===== config.mk =====
export PLATFORM = sky130hd
export DESIGN_NAME = ev22_sequencer
export DESIGN_NICKNAME = d
export VERILOG_FILES = /design/src/rtl/ev22_pkg.sv /design/src/rtl/ev22_ret_stack.sv /design/src/rtl/ev22_sequencer.sv
export SDC_FILE = /design/constraint.sdc
export NUM_CORES = 1
export LEC_CHECK = 0
export CAP_MARGIN = 20
export CORE_MARGIN = 2
export CORE_UTILIZATION = 50
export CTS_BUF_LIST = sky130_fd_sc_hd__clkbuf_2
export DETAILED_ROUTE_END_ITERATION = 7
export PLACE_DENSITY = 0.74
export SYNTH_ARGS = -nofsm -noshare
export SYNTH_HDL_FRONTEND = slang
export SYNTH_SLANG_ARGS = --single-unit

===== constraint.sdc =====
create_clock -name clk -period 3.5 [get_ports clk]
set_input_delay 0.7 -clock clk [delete_from_list [all_inputs] [get_ports clk]]
set_output_delay 0.7 -clock clk [all_outputs]
set_load 0.01 [all_outputs]

===== src/rtl/ev22_pkg.sv =====
// ev22_pkg: shared definitions for the EV22 fetch/execute sequencer.
//   state_t      - sequencer phases (FETCH/EXEC/MEM/WB)
//   OP_*         - opcode match constants for the control-flow group
//   IW_*         - field positions inside a 16-bit instruction word
//   is_ctrl_op() - true for opcodes the sequencer resolves itself
package ev22_pkg;

  typedef enum logic [1:0] {
    ST_FETCH = 2'd0,
    ST_EXEC  = 2'd1,
    ST_MEM   = 2'd2,
    ST_WB    = 2'd3
  } state_t;

  // Whole 001xxxxx block is control flow; JMP/JZE/JNE/JCY are selected by [4:3].
  localparam logic [2:0] OP_CF_CLASS = 3'b001;
  localparam logic [4:0] OP_JMP      = 5'b00100;
  localparam logic [4:0] OP_JZE      = 5'b00101;
  localparam logic [4:0] OP_JNE      = 5'b00110;
  localparam logic [4:0] OP_JCY      = 5'b00111;
  localparam logic [5:0] OP_BSR      = 6'b000111;
  localparam logic [7:0] OP_RET      = 8'b01000001;

  localparam int IW_OPC_MSB = 15;
  localparam int IW_OPC_LSB = 8;
  localparam int IW_OPD_MSB = 7;
  localparam int IW_OPD_LSB = 0;

  function automatic logic is_ctrl_op(input logic [7:0] op);
    return (op[7:5] == OP_CF_CLASS) || (op[7:2] == OP_BSR) || (op == OP_RET);
  endfunction

endpackage


===== src/rtl/ev22_ret_stack.sv =====
// ev22_ret_stack: subroutine return-address LIFO.
//   clk, rst         - clock, async active-high reset (empties the stack)
//   i_push, i_data   - push i_data; ignored when full
//   i_pop            - discard top entry; ignored when empty
//   o_top            - current top entry (valid when !o_empty)
//   o_full, o_empty  - occupancy flags
// Push and pop are never requested in the same cycle.
module ev22_ret_stack #(
  parameter int DEPTH = 4,
  parameter int W     = 11
) (
  input  logic         clk,
  input  logic         rst,
  input  logic         i_push,
  input  logic         i_pop,
  input  logic [W-1:0] i_data,
  output logic [W-1:0] o_top,
  output logic         o_full,
  output logic         o_empty
);

  localparam int AW = $clog2(DEPTH);

  logic [W-1:0] r_mem [DEPTH];
  logic [AW:0]  r_sp;          // number of valid entries, 0..DEPTH
  logic [AW:0]  w_sp_m1;

  assign w_sp_m1 = r_sp - 1'b1;
  assign o_full  = (r_sp == (AW+1)'(DEPTH));
  assign o_empty = (r_sp == '0);
  assign o_top   = r_mem[w_sp_m1[AW-1:0]];

  always_ff @(posedge clk or posedge rst) begin
    if (rst) begin
      r_sp <= '0;
    end else if (i_push && !o_full) begin
      r_sp <= r_sp + 1'b1;
    end else if (i_pop && !o_empty) begin
      r_sp <= w_sp_m1;
    end
  end

  // Storage needs no reset: entries are only read below the stack pointer.
  always_ff @(posedge clk) begin
    if (i_push && !o_full) r_mem[r_sp[AW-1:0]] <= i_data;
  end

endmodule


===== src/rtl/ev22_sequencer.sv =====
// ev22_sequencer: fetch/execute controller for the EV22 core.
// Owns pc, instruction register and the return stack; resolves
// JMP/JZE/JNE/JCY/BSR/RET locally and sequences data-memory handshakes.
//   clk, rst                    - clock, async active-high reset
//   imem_req/addr/ack/data      - instruction fetch port (addr = pc)
//   ir_opcode, ir_operand       - latched instruction fields to the decoder
//   dec_mr, dec_mw              - decoder memory read/write requests
//   w_zero, w_msb, cy           - status for conditional branches
//   dmem_req/we/ack             - data memory handshake
//   exec_en                     - one-cycle commit strobe for register writes
//   pc                          - program counter
//   stk_err                     - sticky return-stack overflow/underflow
module ev22_sequencer
  import ev22_pkg::*;
#(
  parameter int              PC_W        = 11,
  parameter int              STACK_DEPTH = 4,
  parameter logic [PC_W-1:0] RESET_PC    = '0
) (
  input  logic            clk,
  input  logic            rst,
  output logic            imem_req,
  output logic [PC_W-1:0] imem_addr,
  input  logic            imem_ack,
  input  logic [15:0]     imem_data,
  output logic [7:0]      ir_opcode,
  output logic [7:0]      ir_operand,
  input  logic            dec_mr,
  input  logic            dec_mw,
  input  logic            w_zero,
  input  logic            w_msb,
  input  logic            cy,
  output logic            dmem_req,
  output logic            dmem_we,
  input  logic            dmem_ack,
  output logic            exec_en,
  output logic [PC_W-1:0] pc,
  output logic            stk_err
);

  state_t          r_state, w_nstate;
  logic [PC_W-1:0] r_pc, w_npc;
  logic [7:0]      r_ir_opc, r_ir_opd;
  logic            r_stk_err, w_set_err;

  logic [PC_W-1:0] w_pc_inc, w_jmp_x, w_bsr_tgt, w_stk_top;
  logic            w_cf, w_is_jmp, w_is_bsr, w_is_ret, w_taken;
  logic            w_stk_full, w_stk_empty, w_push, w_pop;

  assign w_pc_inc  = r_pc + 1'b1;
  // 11-bit absolute target, zero-extended or truncated to the pc width.
  assign w_jmp_x   = PC_W'({r_ir_opc[2:0], r_ir_opd});
  // Relative BSR offset: the signed cast sign-extends the 8-bit operand.
  assign w_bsr_tgt = r_pc + PC_W'($signed(r_ir_opd));

  assign w_is_jmp = (r_ir_opc[7:5] == OP_CF_CLASS);
  assign w_is_bsr = (r_ir_opc[7:2] == OP_BSR);
  assign w_is_ret = (r_ir_opc == OP_RET);
  assign w_cf     = is_ctrl_op(r_ir_opc);

  always_comb begin
    w_taken = 1'b0;
    case (r_ir_opc[7:3])
      OP_JMP:  w_taken = 1'b1;
      OP_JZE:  w_taken = w_zero;
      OP_JNE:  w_taken = !w_msb;
      OP_JCY:  w_taken = cy;
      default: w_taken = 1'b0;
    endcase
  end

  assign w_push = (r_state == ST_EXEC) && w_is_bsr;
  assign w_pop  = (r_state == ST_EXEC) && w_is_ret;

  ev22_ret_stack #(.DEPTH(STACK_DEPTH), .W(PC_W)) u_stk (
    .clk     (clk),
    .rst     (rst),
    .i_push  (w_push),
    .i_pop   (w_pop),
    .i_data  (w_pc_inc),
    .o_top   (w_stk_top),
    .o_full  (w_stk_full),
    .o_empty (w_stk_empty)
  );

  always_comb begin
    w_nstate  = r_state;
    w_npc     = r_pc;
    w_set_err = 1'b0;
    case (r_state)
      ST_FETCH: if (imem_ack) w_nstate = ST_EXEC;
      ST_EXEC: begin
        if (w_cf) begin
          w_nstate = ST_FETCH;
          if (w_is_jmp) begin
            w_npc = w_taken ? w_jmp_x : w_pc_inc;
          end else if (w_is_bsr) begin
            // Overflow drops the return address but still takes the branch.
            w_set_err = w_stk_full;
            w_npc     = w_bsr_tgt;
          end else begin
            w_set_err = w_stk_empty;
            w_npc     = w_stk_empty ? w_pc_inc : w_stk_top;
          end
        end else if (dec_mr || dec_mw) begin
          w_nstate = ST_MEM;
        end else begin
          w_npc    = w_pc_inc;
          w_nstate = ST_FETCH;
        end
      end
      ST_MEM: begin
        if (dmem_ack) begin
          // Write takes priority; a read still needs the WB commit cycle.
          if (dec_mr && !dec_mw) begin
            w_nstate = ST_WB;
          end else begin
            w_npc    = w_pc_inc;
            w_nstate = ST_FETCH;
          end
        end
      end
      ST_WB: begin
        w_npc    = w_pc_inc;
        w_nstate = ST_FETCH;
      end
      default: w_nstate = ST_FETCH;
    endcase
  end

  always_ff @(posedge clk or posedge rst) begin
    if (rst) begin
      r_state   <= ST_FETCH;
      r_pc      <= RESET_PC;
      r_ir_opc  <= '0;
      r_ir_opd  <= '0;
      r_stk_err <= 1'b0;
    end else begin
      r_state <= w_nstate;
      r_pc    <= w_npc;
      if (w_set_err) r_stk_err <= 1'b1;
      if (r_state == ST_FETCH && imem_ack) begin
        r_ir_opc <= imem_data[IW_OPC_MSB:IW_OPC_LSB];
        r_ir_opd <= imem_data[IW_OPD_MSB:IW_OPD_LSB];
      end
    end
  end

  // Strobes are gated by rst so they drop the instant reset asserts.
  assign imem_req   = !rst && (r_state == ST_FETCH);
  assign dmem_req   = !rst && (r_state == ST_MEM);
  assign dmem_we    = dmem_req && dec_mw;
  assign exec_en    = !rst && (((r_state == ST_EXEC) && !w_cf && !(dec_mr || dec_mw)) ||
                               (r_state == ST_WB));
  assign imem_addr  = r_pc;
  assign pc         = r_pc;
  assign ir_opcode  = r_ir_opc;
  assign ir_operand = r_ir_opd;
  assign stk_err    = r_stk_err;

endmodule


Yosys cells after proc, flatten, opt, wreduce, memory -nomap -nowiden
Memory sizes are Yosys's and may differ from the RTL's. Index checks and enable logic that the tools add are counted.

Memories: 1. RAM bits: 44. Flip-flop bits (word level): 33. Output and inout port bits: 43. Input bits: 25.

Add/subtract/negate cells: 4. Equality and inequality tests: 15. Muxes and demuxes: 24. Reductions and logical operators: 29.

Memory list: u_stk.r_mem (words 4, width 11, read ports 1, clocked after memory_dff 0, wr ports 1, line ev22_ret_stack.sv:24) `logic [W-1:0] r_mem [DEPTH];`.

Operators with widths (count): 11-bit two-way mux (8); 11-bit case mux with 3 select lines (1); 5-bit by 3-bit equality test with 1-bit output (second input constant) (4); 1-bit logical AND (12); 11-bit by 1-bit adder with 11-bit output (second input constant) (1); 11-bit adder (1); 2-bit two-way mux (5); 8-bit by 7-bit equality test with 1-bit output (second input constant) (1); 2-bit case mux with 4 select lines (1); 1-bit logical NOT (7); 6-bit by 3-bit equality test with 1-bit output (second input constant) (1); 1-bit two-way mux (6); 3-bit two-way mux (2); 2-bit inequality test (second input constant) (3); 2-bit equality test (second input constant) (2); 1-bit logical OR (4); 1-bit case mux with 4 select lines (1); 4-bit AND reduction (1); 3-bit by 1-bit adder with 3-bit output (second input constant) (1); 3-bit by 1-bit equality test with 1-bit output (second input constant) (1); 3-bit equality test (second input constant) (1); 3-bit logical NOT (1); 3-bit inequality test (second input constant) (1); 3-bit nonzero test (1); other kinds (5) (5).

Logic depth before layout (Yosys ltp)
Gate-level depths: netlist of run 1.

Depth in word-level cells: 8. Depth in mapped cells: 11.

Modules after synthesis
A second synthesis of run 1 with hierarchy kept.

Cells, all modules: 394. Area total of the unflattened synthesis: 4486.8 um2.

Modules (own cells, without submodules): ev22_sequencer (instances 1, seq. area each 750.7 um2, area an instance 2587.5 um2, cells each 305); ev22_ret_stack (instances 1, seq. area each 1396.3 um2, area an instance 1899.3 um2, cells each 89).

Worst setup path before layout of run 1
OpenSTA, ideal clock, no wires.

Path kind: reg-to-reg. Start: register u_stk.r_sp[0]. End: register r_pc[7], in the netlist imem_addr[7]. Buffers on the path: 2. Setup time: 0.141 ns. Arrival time: 2.342 ns. Slack: 1.017 ns. Cell stages (with the launch flop): 10. Path through: dfrtp_1 > buf_2 > inv_1 > ha_1 > buf_2 > mux4_2 > mux2i_1 > nor2_1 > a2111oi_0 > a211oi_1.

Longest elaborated chain between the ends: 7. Elaborated cells on any way between the ends: 8. Classes of those cells: add/sub (1); mux (5); reduce/logical (1); memory (1).

Ends and longest elaborated chain: from (decl) (line ev22_ret_stack.sv:25) `logic [AW:0] r_sp;`; from (signal assigned) (line ev22_ret_stack.sv:37) `r_sp <= r_sp + 1'b1;`; from (signal assigned) (line ev22_ret_stack.sv:39) `r_sp <= w_sp_m1;`; 3-bit by 1-bit subtractor with 3-bit output (line ev22_ret_stack.sv:28) `assign w_sp_m1 = r_sp - 1'b1;`; memory 4 x 11 bit; 11-bit two-way mux * (line ev22_sequencer.sv:103) `w_npc = w_stk_empty ? w_pc_inc : w_stk_top;`; 11-bit two-way mux * (line ev22_sequencer.sv:97) `end else if (w_is_bsr) begin`; 11-bit two-way mux * (line ev22_sequencer.sv:95) `if (w_is_jmp) begin`; 11-bit two-way mux * (line ev22_sequencer.sv:93) `if (w_cf) begin`; 11-bit case mux with 3 select lines * (line ev22_sequencer.sv:90) `case (r_state)`; to (signal assigned) (line ev22_sequencer.sv:140) `r_pc <= w_npc;`; to (decl) (line ev22_sequencer.sv:42) `logic [PC_W-1:0] r_pc, w_npc;`.

Every way passes the cells marked *; elsewhere a longest branch is shown, timed or not. A chain may end at the register's enable or synchronous reset.

Worst setup path in the final report of run 1
Start: register r_ir_opc[4], in the netlist ir_opcode[4]. End: output exec_en.

Longest elaborated chain between the ends: 8. Elaborated cells on any way between the ends: 9. Classes of those cells: eq/ne (2); reduce/logical (7).

Ends and longest elaborated chain: from (decl) (line ev22_sequencer.sv:43) `logic [7:0] r_ir_opc, r_ir_opd;`; from (signal assigned) (line ev22_sequencer.sv:143) `r_ir_opc <= imem_data[IW_OPC_MSB:IW_OPC_LSB];`; 6-bit by 3-bit equality test with 1-bit output (line ev22_pkg.sv:30) `return (op[7:5] == OP_CF_CLASS) || (op[7:2] == OP_BSR) || (op == OP_RET);`; 1-bit logical OR (line ev22_pkg.sv:30); 1-bit logical OR * (line ev22_pkg.sv:30); 1-bit logical NOT * (line ev22_sequencer.sv:153) `assign exec_en = !rst && (((r_state == ST_EXEC) && !w_cf && !(dec_mr || dec_mw)) ||`; 1-bit logical AND * (2 in a row) (line ev22_sequencer.sv:153); 1-bit logical OR * (line ev22_sequencer.sv:153); 1-bit logical AND * (line ev22_sequencer.sv:153); to (decl) (line ev22_sequencer.sv:36) `output logic exec_en,`.

Marks and branches as above.

==> results.txt, run 1 <==
----------------------------------------------------
[Logic synthesis]
  Cell count after synthesis ... 372
  Number of synthesized flops with an enable pin ... 44
  Cell variety after synth ... 62
  Synthesized net count ... 415
  Number of warnings printed during yosys synthesis ... 0
  Mean area per synthesized cell ... 11.8 sq um
  Cell taking the most area after synthesis ... edfxtp_1
  Yosys top cell area share ... 30.2%
  Area of the mapped netlist ... 4370 sq um
  Number of register bits inferred by synthesis ... 77
  Fraction of the yosys area taken by sequential cells ... 49.1%
  Post-synthesis async set-or-reset flop share ... 42.9%
  Post-synth top flop ... edfxtp_1
  Area contributors post-synth ... edfxtp_1 30%, dfrtp_1 19%, mux4_2 5.1%, ha_1 4.9%, mux2_2 4.4%

[Layout]
  Count of non-filler cells in the finished layout ... 548
  Area growth, synth to finish ... 19.6%
  Diodes inserted ... 0
  Final instance area ... 5230 sq um
  Highest-count cells in the layout ignoring fill and taps ... 67 x clkdlybuf4s50_1, 44 x edfxtp_1, 33 x dfrtp_1
  Fraction of final layout cells with drive strength greater than 1 ... 14.1%
  Final nets ... 478
  Final standard cell utilization of the core ... 60.9%
  Leading cell type in the layout, fill and taps excluded ... clkdlybuf4s50_1

[STA]
  Number of hold violations in the final report ... 0
  Number of setup violations in the final report ... 0
  Share of the clock period used by the worst path after layout ... 95.2%
  Hold slack final ... 0.498 ns
  Unrepaired setup endpoints after global routing ... false
  Setup slack of the critical path after layout ... 0.169 ns
  Maximum operating frequency ... 0.300 GHz
  Aggregate negative setup slack ... 0 ns
  Final Critical Period ... 3.33 ns
  Relative slew slack ... 39.3%
  Number of pins with negative max-slew slack in the final report ... 0
  Slew at the pin closest to its max-slew limit ... 0.901 ns
  Clock skew ... 0.0322 ns

[CTS]
  Buffers inserted during post-CTS setup optimization ... 0
  Maximum level of the CTS H-tree ... 3
  Total clock buffers created by CTS ... 9
  TritonCTS clock tree ... yes
  CTS root buf ... clkbuf_2
  Cts hold-fix bufs ... 0
  Maximum buffer depth of the clock tree ... 2
  Clock insertion delay at the later pin of the skew report ... 0.54 ns
  Quantity of gates resized following cts ... 0
  CTS clock-pin slew for the worst setup and hold paths ... 0.23 ns
  Number of clock sinks ... 77

[Worst setup path]
  Required time at the endpoint of the critical path ... 2.80 ns
  Data arrival time of the critical path ... 2.63 ns
  Critical Path Sink ... exec_en
  Reg2Reg Capture Point ... imem_addr[8]
  Dominant delay contributor by cell family on the critical path ... compound AO/OA/AOI/OAI gates
  Internal reg-to-reg setup slack ... 0.68 ns
  Highest net fanout along the worst path ... 8
  Worst reg2reg startpoint ... imem_addr[1]
  Master of the slowest instance on the critical path ... clkdlybuf4s50_1
  R2R cell count ... 8
  Setup Crit Path Kind ... reg -> out
  Levels on crit path ... 5
  Number of buffers and inverters on the critical path ... 1
  Ordered cell list for the critical path ... and3_1, o21ai_2, a31oi_1, nor3b_1, clkdlybuf4s50_1
  Critical path launch point type ... register
  Largest stage delay on the critical path ... 0.57 ns
  Critical path startpoint ... ir_opcode[4]
  Kind of end point of the critical path ... output port

[Routing]
  Vias per cell ... 5.85
  Antenna violation net count after detailed routing ... 0
  Routed Wire Length ... 10,400 microns
  Total DRC errors in the routed layout ... 0
  DRT iter0 DRCs ... 183
  Routed length per instance ... 18.9 microns
  Via count ... 3,208
  Total iterations of the first detailed-routing run ... 5

[Power and ir drop]
  Power per unit of standard cell area ... 938 nW/um^2
  Largest vdd supply drop ... 500 uV
  Leakage power ... 1.95 nW
  Overall power of the completed layout ... 4.91 mW

[Outcome]
  Status ... finished clean

[Global route]
  Global-route wire length before repair ... 16,700 microns
  Combined global-route utilization of all metal layers ... 22.4%
  Overflow left after global routing ... 0
  Number of antenna violations at the first check in global routing ... 0
  Number of global-route vias before repair ... 3,168
  Pin count of the biggest net entering global routing ... 23

[Floorplanning]
  Total die area ... 9510 sq um
  Row cnt ... 34
  DIE WIDTH ... 97.5 microns
  Num ports ... 68
  Chip height ... 97.5 microns
  Effective utilization at floorplan ... 50.9%
  Placeable Area ... 8590 sq um

[Placed design]
  Final GP Congestion ... 0.917
  Placement Cell Area ... 5100 sq um
  Placement Setup Slack ... 0.573 ns
  Half-perimeter wire length after detailed placement ... 7680 microns
  IO buf count ... 67
  Cell total after placement ... 532

[Min path]
  Min-delay worst type ... reg -> reg

[Flow run]
  Max-cap violation count ... 0

----------------------------------------------------
## cell usage after synthesis (3+ instances only)
library cell and number:
edfxtp_1 44, dfrtp_1 33, nor2_1 31, nand2_1 23
o21ai_0 19, ha_1 17, mux2_2 17, a21oi_1 14
xnor2_1 14, mux2i_1 13, inv_1 12, buf_4 11
mux4_2 10, nor3_1 9, a211oi_1 7, a31oi_1 7
and2_1 6, buf_2 6, nand2b_1 6, clkbuf_1 5
nand3_1 5, a2111oi_0 4, o22ai_1 4, xor2_1 4
a21o_1 3, nor2b_1 3
## layout make-up
| cell class | count | area [sq um] |
|---|---|---|
| multi-input cells | 259 | 2040 |
| clock inverters | 7 | 82.6 |
| fillers | 707 | 3360 |
| clock buffers | 9 | 45.0 |
| repair buffers | 76 | 738 |
| well taps | 108 | 135 |
| flip-flops and latches | 77 | 2150 |
| inverters | 12 | 45.0 |
## state kept, by name, summed over array words and instances, names as in the netlist
| register | cells |
|---|---|
| u_stk.r_mem | 44 |
| imem_addr | 11 |
| ir_opcode | 8 |
| ir_operand | 8 |
| u_stk.r_sp | 3 |
| r_state | 2 |
| stk_err | 1 |
## worst register-to-register path, stage by stage (launching register included)
cell and delay [ns]:
dfrtp_1 0.59, ha_1 0.32, and3_2 0.28, nand3_1 0.11, xnor2_1 0.31, a2111oi_0 0.72
o32ai_1 0.15, o21ai_0 0.12, a31oi_1 0.11
## kinds of logic (layout without fill, tap and decap cells)
family | Yosys count | in the layout | share of synthesized area [%]
adder cells (fa/ha/maj) | 18 | 18 | 5.32
multiplexers | 40 | 40 | 12.5
flip-flops | 77 | 77 | 49.1
XOR/XNOR | 19 | 19 | 4.23
buffers and inverters | 36 | 104 | 4.32
AND/OR/NAND/NOR | 98 | 98 | 11.4
AO/OA/AOI/OAI | 84 | 84 | 13.1
## metal layers
layer | share of wire, % | vias to the layer above | GRT usage [%] | routed length (microns)
li1 | - | 1526 | - | -
met4 | 1.6 | 0 | 8.44 | 165
met5 | 0 | - | 0 | 0
met1 | 44 | 1535 | 30.6 | 4530
met3 | 6.3 | 16 | 2.95 | 656
met2 | 48 | 131 | 36.7 | 5010
## power breakdown
| group | switching, mW | internal, mW | total, mW |
|---|---|---|---|
| registers | 0.329 | 1.23 | 1.56 |
| logic | 1.45 | 1.37 | 2.82 |
| clock network | 0.349 | 0.176 | 0.525 |
| total | 2.12 | 2.78 | 4.91 |
## worst min path at each step
stage	start	endpoint	slack (ns)	cells after the start
3_5_place_dp	stk_err	stk_err	0.45	1
2_1_floorplan	u_stk.r_sp[2]	u_stk.r_sp[2]	0.46	1
3_3_place_gp	stk_err	stk_err	0.45	1
4_1_cts	stk_err	stk_err	0.50	1
6_report	stk_err	stk_err	0.50	1
5_1_grt	stk_err	stk_err	0.56	1
(Power assumes the default switching activity.)
==> inputs of run 2 (changes only) <==
--- a/config.mk
+++ b/config.mk
@@ -6,7 +6,7 @@
 export NUM_CORES = 1
 export LEC_CHECK = 0
 export CAP_MARGIN = 20
-export CORE_MARGIN = 2
+export CORE_MARGIN = 5
 export CORE_UTILIZATION = 50
 export CTS_BUF_LIST = sky130_fd_sc_hd__clkbuf_2
 export DETAILED_ROUTE_END_ITERATION = 7
==> run 2 against run 1 <==
Sequential power is essentially flat. Combinational power is essentially flat. Clock power grew 2%. Die area grew 13%. Cell count is the same. Clock-buffer cell count is the same. Utilization shrank 0.30 points. Critical endpoint unchanged.
==> results.txt, run 2 (synthesis gave the netlist of run 1 again) <==
----------------------------------------------------
[Layout]
  Final nets ... 478 (unchanged)
  Leading cell type in the layout, fill and taps excluded ... clkdlybuf4s50_1
  Max reg flops ... 44 (unchanged)
  Count of non-filler cells in the finished layout ... 548 (unchanged)
  Final standard cell utilization of the core ... 60.6% (-0.30 points)
  Highest-count cells in the layout ignoring fill and taps ... 67 x clkdlybuf4s50_1, 44 x edfxtp_1, 33 x dfrtp_1
  Area growth, synth to finish ... 19.6% (unchanged)
  Diodes inserted ... 0 (unchanged)
  Fraction of final layout cells with drive strength greater than 1 ... 14.1% (unchanged)

[Global route]
  Routing usage on met3 ... 5.04% (+2.1 points)
  Global Route met1 Usage ... 27.6% (-3.1 points)
  Combined global-route utilization of all metal layers ... 20.5% (-1.9 points)
  Number of antenna violations at the first check in global routing ... 0 (unchanged)
  Overflow left after global routing ... 0 (unchanged)
  Routing usage on met2 ... 33.3% (-3.4 points)
  Pin count of the biggest net entering global routing ... 34 (+48%)
  Number of global-route vias before repair ... 3,321 (+4.8%)
  Most used routing layer ... met2
  Global-route wire length before repair ... 17,600 microns (+5.5%)

[Floorplanning]
  Effective utilization at floorplan ... 50.7% (-0.25 points)
  Num ports ... 68 (unchanged)
  Total die area ... 10,700 sq um (+13%)
  Chip height ... 104 microns (+6.2%)
  Row cnt ... 34 (unchanged)
  Placeable Area ... 8640 sq um (+0.50%)
  DIE WIDTH ... 104 microns (+6.2%)

[Outcome]
  Status ... finished clean

[Power and ir drop]
  Net Sw Frac ... 43.6% (+0.29 points)
  Share of total power in combinational logic ... 57.5% (about the same)
  Seq pwr share ... 31.7% (about the same)
  Power spent charging and discharging nets ... 2.15 mW (+1.2%)
  Clock group share of total power ... 10.8% (about the same)
  Overall power of the completed layout ... 4.93 mW (+0.53%)
  Largest vdd supply drop ... 544 uV (+8.9%)
  Leakage power ... 1.95 nW (unchanged)
  Power per unit of standard cell area ... 943 nW/um^2 (+0.53%)
  Internal power consumption ... 2.78 mW (about the same)

[Min path]
  Worst min-delay path endpoint ... stk_err
  Worst min-delay path startpoint ... stk_err
  Min-delay worst type ... reg -> reg
  Number of cells on the worst hold path ... 1 (unchanged)

[Routing]
  Routed length per instance ... 19.6 microns (+3.9%)
  Vias per cell ... 6.03 (+3.1%)
  Routed Wire Length ... 10,800 microns (+3.9%)
  Total DRC errors in the routed layout ... 0 (unchanged)
  Antenna violation net count after detailed routing ... 0 (unchanged)
  Via count ... 3,306 (+3.1%)
  Total iterations of the first detailed-routing run ... 8 (+3)
  DRT iter0 DRCs ... 291 (+59%)

[Worst setup path]
  Reg2Reg Capture Point ... imem_addr[10]
  Dominant delay contributor by cell family on the critical path ... buffers and inverters
  Data arrival time of the critical path ... 2.59 ns (-0.04 ns)
  Setup Crit Path Kind ... reg -> out
  Kind of end point of the critical path ... output port
  Largest stage delay on the critical path ... 0.56 ns (about the same)
  Master of the slowest instance on the critical path ... clkdlybuf4s50_1
  Internal reg-to-reg setup slack ... 0.73 ns (+0.05 ns)
  Required time at the endpoint of the critical path ... 2.80 ns (about the same)
  Critical path launch point type ... register
  Worst reg2reg startpoint ... imem_addr[0]
  R2R cell count ... 10 (+2)
  Number of buffers and inverters on the critical path ... 1 (unchanged)
  Ordered cell list for the critical path ... and3_1, o21ai_2, a31oi_1, nor3b_1, clkdlybuf4s50_1
  Highest net fanout along the worst path ... 8 (unchanged)

[CTS]
  Buffers inserted during post-CTS setup optimization ... 0 (unchanged)
  TritonCTS clock tree ... yes
  Number of clock sinks ... 77 (unchanged)
  Maximum buffer depth of the clock tree ... 2 (unchanged)
  Total clock buffers created by CTS ... 9 (unchanged)
  CTS root buf ... clkbuf_2
  Cts hold-fix bufs ... 0 (unchanged)
  Maximum level of the CTS H-tree ... 3 (unchanged)
  Quantity of gates resized following cts ... 0 (unchanged)
  CTS clock-pin slew for the worst setup and hold paths ... 0.23 ns (about the same)
  Clock insertion delay at the later pin of the skew report ... 0.56 ns (+0.02 ns)

[Flow run]
  Max-cap violation count ... 0 (unchanged)

[STA]
  Slew at the pin closest to its max-slew limit ... 0.907 ns (+0.00530 ns)
  Share of the clock period used by the worst path after layout ... 94.0% (-1.2 points)
  Aggregate negative setup slack ... 0 ns (unchanged)
  Relative slew slack ... 38.9% (-0.36 points)
  Final Critical Period ... 3.29 ns (-0.0422 ns)
  Hold slack final ... 0.501 ns (+0.00336 ns)
  Clock skew ... 0.0417 ns (+0.00954 ns)
  Unrepaired setup endpoints after global routing ... false
  Number of pins with negative max-slew slack in the final report ... 0 (unchanged)
  Maximum operating frequency ... 0.304 GHz (+1.3%)
  Number of hold violations in the final report ... 0 (unchanged)
  Number of setup violations in the final report ... 0 (unchanged)

[Placed design]
  Half-perimeter wire length after detailed placement ... 7960 microns (+3.7%)
  IO buf count ... 67 (unchanged)
  Cell total after placement ... 532 (unchanged)
  Final GP Congestion ... 0.891 (-2.8%)

----------------------------------------------------
-- run 2: through the flow --
stage	cell area [sq um]	worst slack, ns
global placement	5100	0.596
CTS	5230	0.185
global route	5230	0.0210
detailed placement	5100	0.577
finish	5230	0.211
floorplan	4370	1.02
-- run 2: final cells by class --
type | instances | area [sq um]
fill | 715 | 3400
clock buffer | 9 | 45.0
multi-input combinational | 259 | 2040
sequential | 77 | 2150
clock inverter | 7 | 82.6
timing repair buffer | 76 | 738
inverter | 12 | 45.0
tap | 108 | 135
-- run 2: worst max path at each step --
stage / startpoint / to / slack, ns / depth (start not counted)
6_report: ir_opcode[4] / exec_en / 0.21 / 5
5_1_grt: ir_opcode[4] / exec_en / 0.02 / 5
4_1_cts: ir_opcode[4] / exec_en / 0.18 / 5
3_5_place_dp: dec_mw / exec_en / 0.58 / 5
3_3_place_gp: dec_mw / exec_en / 0.60 / 5
2_1_floorplan: u_stk.r_sp[0] / imem_addr[7] / 1.02 / 9
-- run 2: worst register-to-register path, cell delays in order (launching register included) --
cell	delay [ns]
dfrtp_1	0.54
ha_1	0.30
inv_1	0.08
fa_1	0.20
nor2b_1	0.08
o2111ai_1	0.32
nand2_1	0.09
o41a_1	0.41
xnor2_1	0.15
a211o_1	0.30
a221oi_2	0.26
-- run 2: power by group through the flow --
stage          combinational [mW]  clock, mW  sequential (mW)
2_1_floorplan                1.87          0             1.54
3_3_place_gp                 2.74          0             1.57
3_5_place_dp                 2.80          0             1.58
4_1_cts                      2.82      0.534             1.56
5_1_grt                      3.10      0.573             1.60
6_report                     2.84      0.533             1.56
-- run 2: per-layer routing --
metal,share of wire [%],up-vias
li1,-,1525
met1,43,1613
met2,49,148
met3,7.4,20
met4,1.2,0
met5,0,-
==> inputs of run 3 (changes only) <==
--- a/config.mk
+++ b/config.mk
@@ -10,6 +10,7 @@
 export CORE_UTILIZATION = 50
 export CTS_BUF_LIST = sky130_fd_sc_hd__clkbuf_2
 export DETAILED_ROUTE_END_ITERATION = 7
+export MAX_ROUTING_LAYER = met4
 export PLACE_DENSITY = 0.74
 export SYNTH_ARGS = -nofsm -noshare
 export SYNTH_HDL_FRONTEND = slang
==> run 3 against run 2 <==
Cell count did not move. Critical path depth unchanged. Maximum frequency fell by 0.20%. Clock-buffer cell count unchanged. Sequential cell count unchanged. Final area stayed put. Setup slack got worse by 0.0067 ns. Utilization unchanged. Via count down 0.42%. Global-route usage increased by 0.63 points. Sequential share of layout area stayed put. Largest cell class unchanged. Largest power group unchanged.
==> results.txt, run 3 (synthesis gave the netlist of run 1 again) <==
----------------------------------------------------
[STA]
  Clock skew ... 0.0477 ns (+0.00604 ns)
  Share of the clock period used by the worst path after layout ... 94.2% (+0.19 points)
  Unrepaired setup endpoints after global routing ... false
  Aggregate negative setup slack ... 0 ns (unchanged)
  Slew at the pin closest to its max-slew limit ... 0.915 ns (+0.00874 ns)
  Final Critical Period ... 3.30 ns (+0.00672 ns)
  Relative slew slack ... 38.3% (-0.59 points)
  Number of pins with negative max-slew slack in the final report ... 0 (unchanged)
  Hold slack final ... 0.509 ns (+0.00807 ns)
  Number of hold violations in the final report ... 0 (unchanged)
  Maximum operating frequency ... 0.303 GHz (-0.20%)
  Number of setup violations in the final report ... 0 (unchanged)

[Power and ir drop]
  Net Sw Frac ... 43.6% (+0.045 points)
  Share of total power in combinational logic ... 57.5% (about the same)
  Leakage power ... 1.95 nW (unchanged)
  Internal power consumption ... 2.78 mW (about the same)
  Largest vdd supply drop ... 548 uV (+0.74%)
  Clock group share of total power ... 10.8% (about the same)
  Seq pwr share ... 31.7% (about the same)
  Power per unit of standard cell area ... 944 nW/um^2 (about the same)
  Power spent charging and discharging nets ... 2.15 mW (+0.20%)

[Global route]
  Most used routing layer ... met2
  Overflow left after global routing ... 0 (unchanged)
  Global-route wire length before repair ... 17,600 microns (about the same)
  Pin count of the biggest net entering global routing ... 34 (unchanged)
  Combined global-route utilization of all metal layers ... 21.1% (+0.63 points)
  Routing usage on met2 ... 33.2% (-0.14 points)
  Number of antenna violations at the first check in global routing ... 0 (unchanged)
  Global Route met1 Usage ... 28.5% (+0.99 points)
  Routing usage on met3 ... 3.98% (-1.1 points)
  Number of global-route vias before repair ... 3,337 (+0.48%)

[Routing]
  Routed Wire Length ... 10,800 microns (+0.46%)
  Vias per cell ... 6.01 (-0.42%)
  Routed length per instance ... 19.7 microns (+0.46%)
  DRT iter0 DRCs ... 282 (-3.1%)
  Total DRC errors in the routed layout ... 0 (unchanged)
  Antenna violation net count after detailed routing ... 0 (unchanged)
  Total iterations of the first detailed-routing run ... 5 (-3)
  Via count ... 3,292 (-0.42%)

[Flow run]
  Max-cap violation count ... 0 (unchanged)

[Worst setup path]
  Setup Crit Path Kind ... reg -> out
  Ordered cell list for the critical path ... and3_1, o21ai_2, a31oi_1, nor3b_1, clkdlybuf4s50_1
  Required time at the endpoint of the critical path ... 2.80 ns (about the same)
  Master of the slowest instance on the critical path ... clkdlybuf4s50_1
  Largest stage delay on the critical path ... 0.56 ns (about the same)
  Data arrival time of the critical path ... 2.60 ns (about the same)
  Kind of end point of the critical path ... output port
  Critical path launch point type ... register
  Highest net fanout along the worst path ... 8 (unchanged)
  Internal reg-to-reg setup slack ... 0.75 ns (+0.02 ns)

[CTS]
  Clock insertion delay at the later pin of the skew report ... 0.57 ns (about the same)
  Maximum level of the CTS H-tree ... 3 (unchanged)
  Total clock buffers created by CTS ... 9 (unchanged)
  Buffers inserted during post-CTS setup optimization ... 0 (unchanged)
  CTS root buf ... clkbuf_2
  Cts hold-fix bufs ... 0 (unchanged)
  CTS clock-pin slew for the worst setup and hold paths ... 0.23 ns (about the same)
  TritonCTS clock tree ... yes
  Maximum buffer depth of the clock tree ... 2 (unchanged)
  Quantity of gates resized following cts ... 0 (unchanged)
  Number of clock sinks ... 77 (unchanged)

[Floorplanning]
  Row cnt ... 34 (unchanged)
  Effective utilization at floorplan ... 50.7% (unchanged)
  DIE WIDTH ... 104 microns (unchanged)
  Total die area ... 10,700 sq um (unchanged)
  Num ports ... 68 (unchanged)
  Placeable Area ... 8640 sq um (unchanged)
  Chip height ... 104 microns (unchanged)

[Layout]
  Final standard cell utilization of the core ... 60.6% (unchanged)
  Max reg flops ... 44 (unchanged)
  Fraction of final layout cells with drive strength greater than 1 ... 14.1% (unchanged)
  Final nets ... 478 (unchanged)
  Diodes inserted ... 0 (unchanged)
  Leading cell type in the layout, fill and taps excluded ... clkdlybuf4s50_1
  Highest-count cells in the layout ignoring fill and taps ... 67 x clkdlybuf4s50_1, 44 x edfxtp_1, 33 x dfrtp_1
  Area growth, synth to finish ... 19.6% (unchanged)

[Placed design]
  IO buf count ... 67 (unchanged)
  Half-perimeter wire length after detailed placement ... 7960 microns (unchanged)
  Final GP Congestion ... 0.906 (+1.7%)

[Min path]
  Min-delay worst type ... reg -> reg

[Outcome]
  Status ... finished clean

----------------------------------------------------
-- run 3: path summary, 6_finish.rpt --
kind / to / from / cells after the start
min in group asynchronous: imem_addr[5] / rst / 3
hold / removal: stk_err / stk_err / 1
max in group asynchronous: imem_addr[2] / rst / 3
hold reg to reg: stk_err / stk_err / 1
setup reg to reg: imem_addr[10] / imem_addr[0] / 10
setup / recovery: exec_en / ir_opcode[4] / 5
-- run 3: layout make-up --
cell class / instances / area (sq um)
Tap cell: 108 / 135
Fill cell: 715 / 3400
Multi-Input combinational cell: 259 / 2040
Clock inverter: 7 / 82.6
Clock buffer: 9 / 45.0
Inverter: 12 / 45.0
Timing Repair Buffer: 76 / 738
Sequential cell: 77 / 2150
-- run 3: critical path: cells and delay by family, from the launching register on --
| family | cells | cell delay (ns) |
|---|---|---|
| AO/OA/AOI/OAI | 2 | 0.54 |
| buffers and inverters | 1 | 0.56 |
| flip-flops | 1 | 0.51 |
| AND/OR/NAND/NOR | 2 | 0.44 |
-- run 3: routing by layer --
| metal | part of all wire (%) | routed length [microns] |
|---|---|---|
| met5 | 0 | 0 |
| met4 | 1.1 | 116 |
| met3 | 6.0 | 650 |
| met2 | 48 | 5220 |
| met1 | 45 | 4820 |
-- run 3: power groups by stage --
stage / logic [mW] / registers [mW] / clock network [mW]
3_3_place_gp: 2.74 / 1.57 / 0
4_1_cts: 2.82 / 1.56 / 0.534
5_1_grt: 3.10 / 1.60 / 0.575
2_1_floorplan: 1.87 / 1.54 / 0
3_5_place_dp: 2.80 / 1.58 / 0
6_report: 2.84 / 1.56 / 0.533
-- run 3: through the flow --
stage	power, mW	cell area, sq um	setup WS (ns)	instances
after floorplan	3.41	4370	1.02	372
after global placement	4.31	5100	0.596	532
after detailed placement	4.38	5100	0.577	532
after CTS	4.92	5230	0.185	548
after global routing	5.27	5230	0.0144	548
final	4.94	5230	0.204	548
